==> src/rtl/fuzz_iteration_ctrl.sv <==
// Fuzz iteration controller: sequences DUT reset hold, run with stall/hang/timeout
// watchdog, outcome reporting and the host testcase-reload handshake.
module fuzz_iteration_ctrl #(
    parameter int COV_W        = 30,
    parameter int STALL_CYCLES = 10000,
    parameter int RESET_HOLD   = 16,
    parameter int ITER_W       = 32
) (
    input  logic              clock,
    input  logic              reset,
    input  logic              en_i,
    input  logic [63:0]       max_cycles_i,
    input  logic [COV_W-1:0]  cov_i,
    input  logic [63:0]       tohost_i,
    input  logic              reload_ack_i,
    output logic              dut_reset_o,
    output logic              interrupt_o,
    output logic              reload_req_o,
    output logic              done_valid_o,
    output logic [1:0]        done_status_o,
    output logic [ITER_W-1:0] iter_count_o,
    output logic [63:0]       cycle_count_o
);

    typedef enum logic [2:0] {
        S_IDLE,
        S_HOLD,
        S_RUN,
        S_IRQ,
        S_REPORT,
        S_RELOAD
    } state_t;

    localparam logic [1:0]  ST_PASS    = 2'b00;
    localparam logic [1:0]  ST_TIMEOUT = 2'b01;
    localparam logic [1:0]  ST_HANG    = 2'b10;
    localparam logic [31:0] HOLD_LAST  = 32'(RESET_HOLD - 1);
    localparam logic [31:0] STALL_IRQ  = 32'(STALL_CYCLES - 1);
    localparam logic [31:0] STALL_HANG = 32'(2 * STALL_CYCLES - 1);

    state_t            state_q, state_d;
    logic [31:0]       hold_q, hold_d;
    logic [31:0]       stall_q, stall_d;
    logic [COV_W-1:0]  pre_cov_q, pre_cov_d;
    logic [63:0]       cyc_q, cyc_d;
    logic [ITER_W-1:0] iter_q, iter_d;
    logic [1:0]        status_q, status_d;
    logic              dut_reset_q, irq_q, req_q, done_q;

    logic              cov_chg, pass, tmo, running_q, running_d;
    logic [31:0]       stall_inc;

    // Only bit 0 of tohost carries meaning here.
    logic              unused_tohost;
    assign unused_tohost = ^tohost_i[63:1];

    assign cov_chg   = (cov_i != pre_cov_q);
    assign pass      = tohost_i[0];
    assign tmo       = (max_cycles_i != 64'd0) && (cyc_q >= max_cycles_i);
    assign stall_inc = (stall_q == '1) ? stall_q : stall_q + 32'd1;
    assign running_q = (state_q == S_RUN) || (state_q == S_IRQ);
    assign running_d = (state_d == S_RUN) || (state_d == S_IRQ);

    // Next-state and counter update logic.
    always_comb begin
        state_d   = state_q;
        hold_d    = hold_q;
        stall_d   = stall_q;
        pre_cov_d = pre_cov_q;
        cyc_d     = cyc_q;
        iter_d    = iter_q;
        status_d  = status_q;

        case (state_q)
            S_IDLE: begin
                if (en_i) begin
                    state_d = S_HOLD;
                    hold_d  = 32'd0;
                end
            end
            S_HOLD: begin
                if (hold_q == HOLD_LAST) begin
                    state_d   = S_RUN;
                    cyc_d     = 64'd0;
                    stall_d   = 32'd0;
                    pre_cov_d = cov_i;
                end else begin
                    hold_d = hold_q + 32'd1;
                end
            end
            S_RUN, S_IRQ: begin
                if (cov_chg) begin
                    pre_cov_d = cov_i;
                    stall_d   = 32'd0;
                end else begin
                    stall_d = stall_inc;
                end
                if (pass) begin
                    state_d  = S_REPORT;
                    status_d = ST_PASS;
                end else if (tmo) begin
                    state_d  = S_REPORT;
                    status_d = ST_TIMEOUT;
                end else if (state_q == S_RUN) begin
                    if (!cov_chg && stall_q == STALL_IRQ) state_d = S_IRQ;
                end else if (cov_chg) begin
                    state_d = S_RUN;
                end else if (stall_q == STALL_HANG) begin
                    state_d  = S_REPORT;
                    status_d = ST_HANG;
                end
            end
            S_REPORT: begin
                state_d = en_i ? S_RELOAD : S_IDLE;
            end
            S_RELOAD: begin
                if (reload_ack_i) begin
                    state_d = S_HOLD;
                    hold_d  = 32'd0;
                end
            end
            default: state_d = S_IDLE;
        endcase

        // The run counter freezes on the cycle the outcome is decided, so the
        // reported count is the count at which the condition was seen.
        if (running_q && running_d) cyc_d = cyc_q + 64'd1;
        if (state_d == S_REPORT)    iter_d = iter_q + 1'b1;
    end

    // State, counters and registered outputs decoded from the next state.
    always_ff @(posedge clock) begin
        if (reset) begin
            state_q     <= S_IDLE;
            hold_q      <= 32'd0;
            stall_q     <= 32'd0;
            pre_cov_q   <= '0;
            cyc_q       <= 64'd0;
            iter_q      <= '0;
            status_q    <= ST_PASS;
            dut_reset_q <= 1'b1;
            irq_q       <= 1'b0;
            req_q       <= 1'b0;
            done_q      <= 1'b0;
        end else begin
            state_q     <= state_d;
            hold_q      <= hold_d;
            stall_q     <= stall_d;
            pre_cov_q   <= pre_cov_d;
            cyc_q       <= cyc_d;
            iter_q      <= iter_d;
            status_q    <= status_d;
            dut_reset_q <= !running_d;
            irq_q       <= (state_d == S_IRQ);
            req_q       <= (state_d == S_RELOAD);
            done_q      <= (state_d == S_REPORT);
        end
    end

    assign dut_reset_o   = dut_reset_q;
    assign interrupt_o   = irq_q;
    assign reload_req_o  = req_q;
    assign done_valid_o  = done_q;
    assign done_status_o = status_q;
    assign iter_count_o  = iter_q;
    assign cycle_count_o = cyc_q;

endmodule

==> config.mk <==
export PLATFORM = sky130hd
export DESIGN_NAME = fuzz_iteration_ctrl
export DESIGN_NICKNAME = d
export VERILOG_FILES = /design/src/rtl/fuzz_iteration_ctrl.sv
export SDC_FILE = /design/constraint.sdc
export NUM_CORES = 1
export LEC_CHECK = 0
export CELL_PAD_IN_SITES_DETAIL_PLACEMENT = 0
export CELL_PAD_IN_SITES_GLOBAL_PLACEMENT = 1
export CORE_MARGIN = 5
export CORE_UTILIZATION = 40
export CTS_CLUSTER_DIAMETER = 30
export DETAILED_ROUTE_END_ITERATION = 12
export PLACE_DENSITY = 0.93
export SYNTH_ARGS = -nofsm -noshare
export SYNTH_HDL_FRONTEND = slang
export SYNTH_SLANG_ARGS = --single-unit
export TNS_END_PERCENT = 10
==> constraint.sdc <==
create_clock -name clock -period 9 [get_ports clock]
set_input_delay 1.8 -clock clock [delete_from_list [all_inputs] [get_ports clock]]
set_output_delay 1.8 -clock clock [all_outputs]
set_load 0.1 [all_outputs]
## Yosys cells after proc, flatten, opt, wreduce, memory -nomap -nowiden

Cells that the tools add are included.

- Register bits: 199
- Input port bits: 162
- Output and inout bits: 102
- Word-level logic and storage cells: 88

- Order comparisons: 1
- Multiplexer cells: 30
- Equality and inequality tests: 22
- Add/subtract/negate cells: 4
- Reductions and logical operators: 20

Operator list:

| kind | number |
|---|---|
| $mux W32 | 6 |
| $mux W64 | 3 |
| $add A32 B1 Y32 const B | 3 |
| $pmux W32 S3 | 1 |
| $add A64 B1 Y64 const B | 1 |
| $ge A64 B64 Y1 | 1 |
| $pmux W32 S2 | 1 |
| $reduce_bool A64 Y1 | 1 |
| $mux W30 | 2 |
| $pmux W30 S2 | 1 |
| $eq A32 B14 Y1 const B | 1 |
| $eq A32 B15 Y1 const B | 1 |
| $eq A32 B32 Y1 const B | 1 |
| $eq A32 B4 Y1 const B | 1 |
| $mux W3 | 10 |
| $ne A30 B30 Y1 | 1 |
| $pmux W3 S5 | 1 |
| $eq A3 B2 Y1 const B | 4 |
| $eq A3 B3 Y1 const B | 4 |
| $mux W2 | 5 |
| $ne A2 B2 Y1 const B | 5 |
| $reduce_and A4 Y1 | 2 |
| $ne A3 B3 Y1 const B | 2 |
| $reduce_and A3 Y1 | 2 |
| 10 further kinds | 17 |

## Logic depth before layout (Yosys ltp)

- Depth after elaboration: 13
- Gate-level depth with buffers: 13

## Worst setup path before layout

OpenSTA, ideal clock, no wires.

- Path type: input -> register
- Start: in max_cycles_i[34]
- End: reg cyc_q[2] (netlist: cycle_count_o[2])
- Cell stages on the path: 12
- Library setup time: 0.065 ns
- Setup slack: 4.302 ns
- Arrival time: 4.633 ns
- Buffers on the path: 2
- Cells stage by stage: inv_1 ha_1 a41oi_1 o21ai_1 a221o_1 o31a_1 o41ai_4 nand2_2 buf_2 buf_2 or4b_2 nand3_1

- Word-level cells in the longest chain between the ends: 10
- Elaborated cells on any way between the ends: 14
- Classes of those cells: order compare (1); eq/ne (2); mux (4); reduce/logical (7)

Ends and longest elaborated chain:

| element | line | RTL |
|---|---|---|
| from (decl) | 12 | `input logic [63:0] max_cycles_i,` |
| $ge A64 B64 Y1 or $reduce_bool A64 Y1 (tied branches) | 59 | `assign tmo = (max_cycles_i != 64'd0) && (cyc_q >= max_cycles_i);` |
| $logic_and A1 B1 Y1 * | 59 |  |
| $mux W3 * | 101 | `end else if (tmo) begin` |
| $mux W3 * | 98 | `if (pass) begin` |
| $pmux W3 S5 * | 74 | `case (state_q)` |
| $eq A3 B2 Y1 | 62 | `assign running_d = (state_d == S_RUN) \|\| (state_d == S_IRQ);` |
| $logic_or A1 B1 Y1 * | 62 |  |
| $logic_and A1 B1 Y1 * | 127 | `if (running_q && running_d) cyc_d = cyc_q + 64'd1;` |
| $reduce_bool A2 Y1 (no line) | -- |  |
| $reduce_and A2 Y1 (no line) | -- |  |
| to (signal assigned) | 150 | `cyc_q <= cyc_d;` |
| to (decl) | 45 | `logic [63:0] cyc_q, cyc_d;` |

Every way passes the cells marked *; elsewhere a longest branch is shown, timed or not.
A chain may end at the register's enable or synchronous reset.

## Worst setup path after layout

- Start: in max_cycles_i[62]
- End: reg cyc_q[60] (netlist: cycle_count_o[60])

Same word-level chain as after synthesis.

==> results.json <==
{
  "r2r_end": "cycle_count_o[60]",
  "cp-startpoint": "max_cycles_i[62]",
  "start_kind": "primary input",
  "wl_per_cell_um": 16.9,
  "routed_wl_um": 33400,
  "antenna_cells": 0,
  "rr_startpoint": "cycle_count_o[62]",
  "cts_tree": "built",
  "worst_pin_slew_ns": 1.06,
  "vias_per_cell": 5.63,
  "p_leak_nw": 5.56,
  "finalCritPeriodShare": 0.646,
  "cp-end-kind": "flop",
  "relSlewSlack": 0.292,
  "die_area_mm2": 0.0323,
  "initial_core_util": 0.403,
  "grt.total_usage": 0.201,
  "finalHoldViolations": 0,
  "cp-endpoint": "cycle_count_o[60]",
  "gp_congestion": 0.897,
  "criticalPathCategory": "primary input to flop",
  "die-height_um": 180,
  "drive_gt1_frac": 0.0463,
  "clk_pin_slew_ns": 0.07,
  "worst-endpoint-required_ns": 9.36,
  "place_hpwl_um": 24300,
  "cts_setup_buffers": 0,
  "rr_worst_depth": 11,
  "grt_pass1_vias": 10700,
  "areaGrowthSynthToFinish_pct": 25.4,
  "status": "complete, no violations",
  "cts_root_buf": "clkbuf_16",
  "finClkSkew_ns": 0.0202,
  "cts.sinks": 199,
  "cts_max_path_buffers": 2,
  "power_density_mw_per_mm2": 124,
  "fmax_mhz": 172,
  "synthesis.nets": 1652,
  "die_x_um": 180,
  "hold_path_class": "flop to flop",
  "fill_cells": 2643,
  "cts_resized": 0,
  "arrival_ns": 6.17,
  "ir_worst_vdd_mv": 0.113,
  "rsz0062_at_grt": "false",
  "grt-ovfl-total": 0,
  "tns_ns": 0,
  "setup_viol": 0,
  "synthArstFlopShare": 0,
  "drc": 0,
  "dr.pass1.iters": 5,
  "ys_seq_elements": 199,
  "core-area_mm2": 0.0286,
  "cts_buffers": 17,
  "cts_hold_buf": 0,
  "reg2reg_setup_slack_ns": 4.72,
  "grt_max_degree": 67,
  "htreeDepth": 4,
  "row_count": 62,
  "grt_pass1_wl_um": 55100,
  "ys_seq_area_frac": 0.345,
  "finalNetCount": 1816,
  "fin_util": 0.506,
  "yosysUniqueCellTypes": 60,
  "cap_violations": 0,
  "antenna_found_initial": 0,
  "vias": 11200,
  "io_buffer_count": 200,
  "avgSynthCellArea_um2": 8.11,
  "min_period_ns": 5.81,
  "worstPathMaxFanout": 47,
  "drt_iter0_markers": 819,
  "clk_latency_ns": 0.44,
  "yosysWarnings": 0,
  "synth_cells": 1422,
  "synth-edff-count": 0,
  "synth-main-ff-cell": "dfxtp_1",
  "slew_viol_final": 0,
  "io_pins": 264,
  "ant_nets": 0,
  "syn_area_mm2": 0.0115
}
[sequential cells by signal, indices dropped and copies added, names as in the netlist]
register	count
cycle_count_o	64
hold_q	32
iter_count_o	32
stall_q	32
pre_cov_q	30
state_q	3
done_status_o	2
done_valid_o	1
dut_reset_o	1
interrupt_o	1
reload_req_o	1
[how the worst min path moves through the flow]
stage,from,end,slack (ns),cells after the start
2_1_floorplan,hold_q[1],hold_q[1],0.46,2
3_3_place_gp,hold_q[1],hold_q[1],0.47,2
3_5_place_dp,hold_q[1],hold_q[1],0.47,2
4_1_cts,hold_q[1],hold_q[1],0.48,2
5_1_grt,hold_q[1],hold_q[1],0.51,2
6_report,hold_q[1],hold_q[1],0.49,2
[cells in the final DEF (no fill, tap or decap), types with 7 or more instances in the layout]
| cell type | n |
|---|---|
| dfxtp_1 | 199 |
| clkdlybuf4s50_1 | 199 |
| nor2_1 | 136 |
| inv_1 | 104 |
| nand2_1 | 98 |
| a21oi_1 | 91 |
| nand3_1 | 75 |
| ha_1 | 68 |
| xor2_1 | 66 |
| nand4_1 | 60 |
| nor4_1 | 57 |
| mux2i_1 | 40 |
| or4_1 | 39 |
| o21ai_0 | 33 |
| and3_1 | 31 |
| xnor2_1 | 30 |
| or3_1 | 29 |
| nor3_1 | 27 |
| and4_1 | 21 |
| o311ai_0 | 21 |
| clkbuf_16 | 17 |
| o211ai_1 | 12 |
| or2_2 | 12 |
| buf_4 | 12 |
| and2_1 | 10 |
| o31ai_1 | 9 |
| o21a_1 | 8 |
| nand2b_1 | 7 |
| nand4b_1 | 7 |
[routing by layer]
metal	track usage	wire length [um]	share of wire
met3	0.0362	1560	0.047
met1	0.259	15000	0.45
met4	0.0506	514	0.015
met5	0	0	0
met2	0.349	16400	0.49
[where the power goes]
group	leakage, nW	switching, W	internal (W)
clock	0.291	0.000366	0.000426
combinational	3.67	0.0000581	0.0000566
sequential	1.60	0.00000124	0.000881
[cells in the mapped netlist (all sizes together), types with 21 or more instances]
cell,count,area (um^2)
nand3,76,393
dfxtp,199,3980
nor4,57,357
xor2,66,578
nor2,136,510
nand2,99,374
o21ai,37,185
ha,68,851
o311ai,21,184
a21oi,92,460
nor3,28,140
nand4,60,375
and3,31,194
xnor2,30,263
and4,23,206
or4,41,315
clkbuf,55,208
mux2i,40,400
or3,29,181
inv,104,390
[worst max-delay path, stage by stage]
cell             delay [ns]
clkdlybuf4s50_1        0.49
inv_1                  0.05
ha_1                   0.33
nand4_1                0.19
nor4_1                 0.63
nand4_1                0.29
a211oi_1               0.54
o41ai_4                0.14
buf_4                  0.25
nand2_2                0.55
buf_4                  0.51
o311ai_0               0.23
a21oi_1                0.17
[final cells by class]
type                       count  area (um^2)  area share
tap                          384          480      0.0332
timing repair buffer         211         2080       0.144
clock inverter                13          165      0.0114
inverter                     104          390      0.0270
multi-input combinational   1053         6930       0.479
clock buffer                  18          439      0.0303
sequential                   199         3980       0.275
[kinds of logic after synthesis]
family          synth area share
flops                      0.345
mux                       0.0376
buf+inv                   0.0562
fa+ha+maj                 0.0737
simple gates               0.295
compound gates             0.120
xor+xnor                  0.0729
[metrics by stage]
| stage | setup WS (ns) | cells | hold slack [ns] | total power [W] | area, um^2 |
|---|---|---|---|---|---|
| finish | 3.19 | 1982 | 0.485 | 0.00179 | 14500 |
| global route | 2.95 | 1982 | 0.512 | 0.00185 | 14500 |
| CTS | 3.24 | 1982 | 0.485 | 0.00181 | 14500 |
| detailed placement | 2.79 | 1951 | 0.474 | 0.00102 | 13900 |
| global placement | 2.85 | 1951 | 0.469 | 0.00101 | 13900 |
| floorplan | 4.30 | 1422 | 0.458 | 0.000948 | 11500 |
Note: power is estimated with default switching activity, not from simulation.
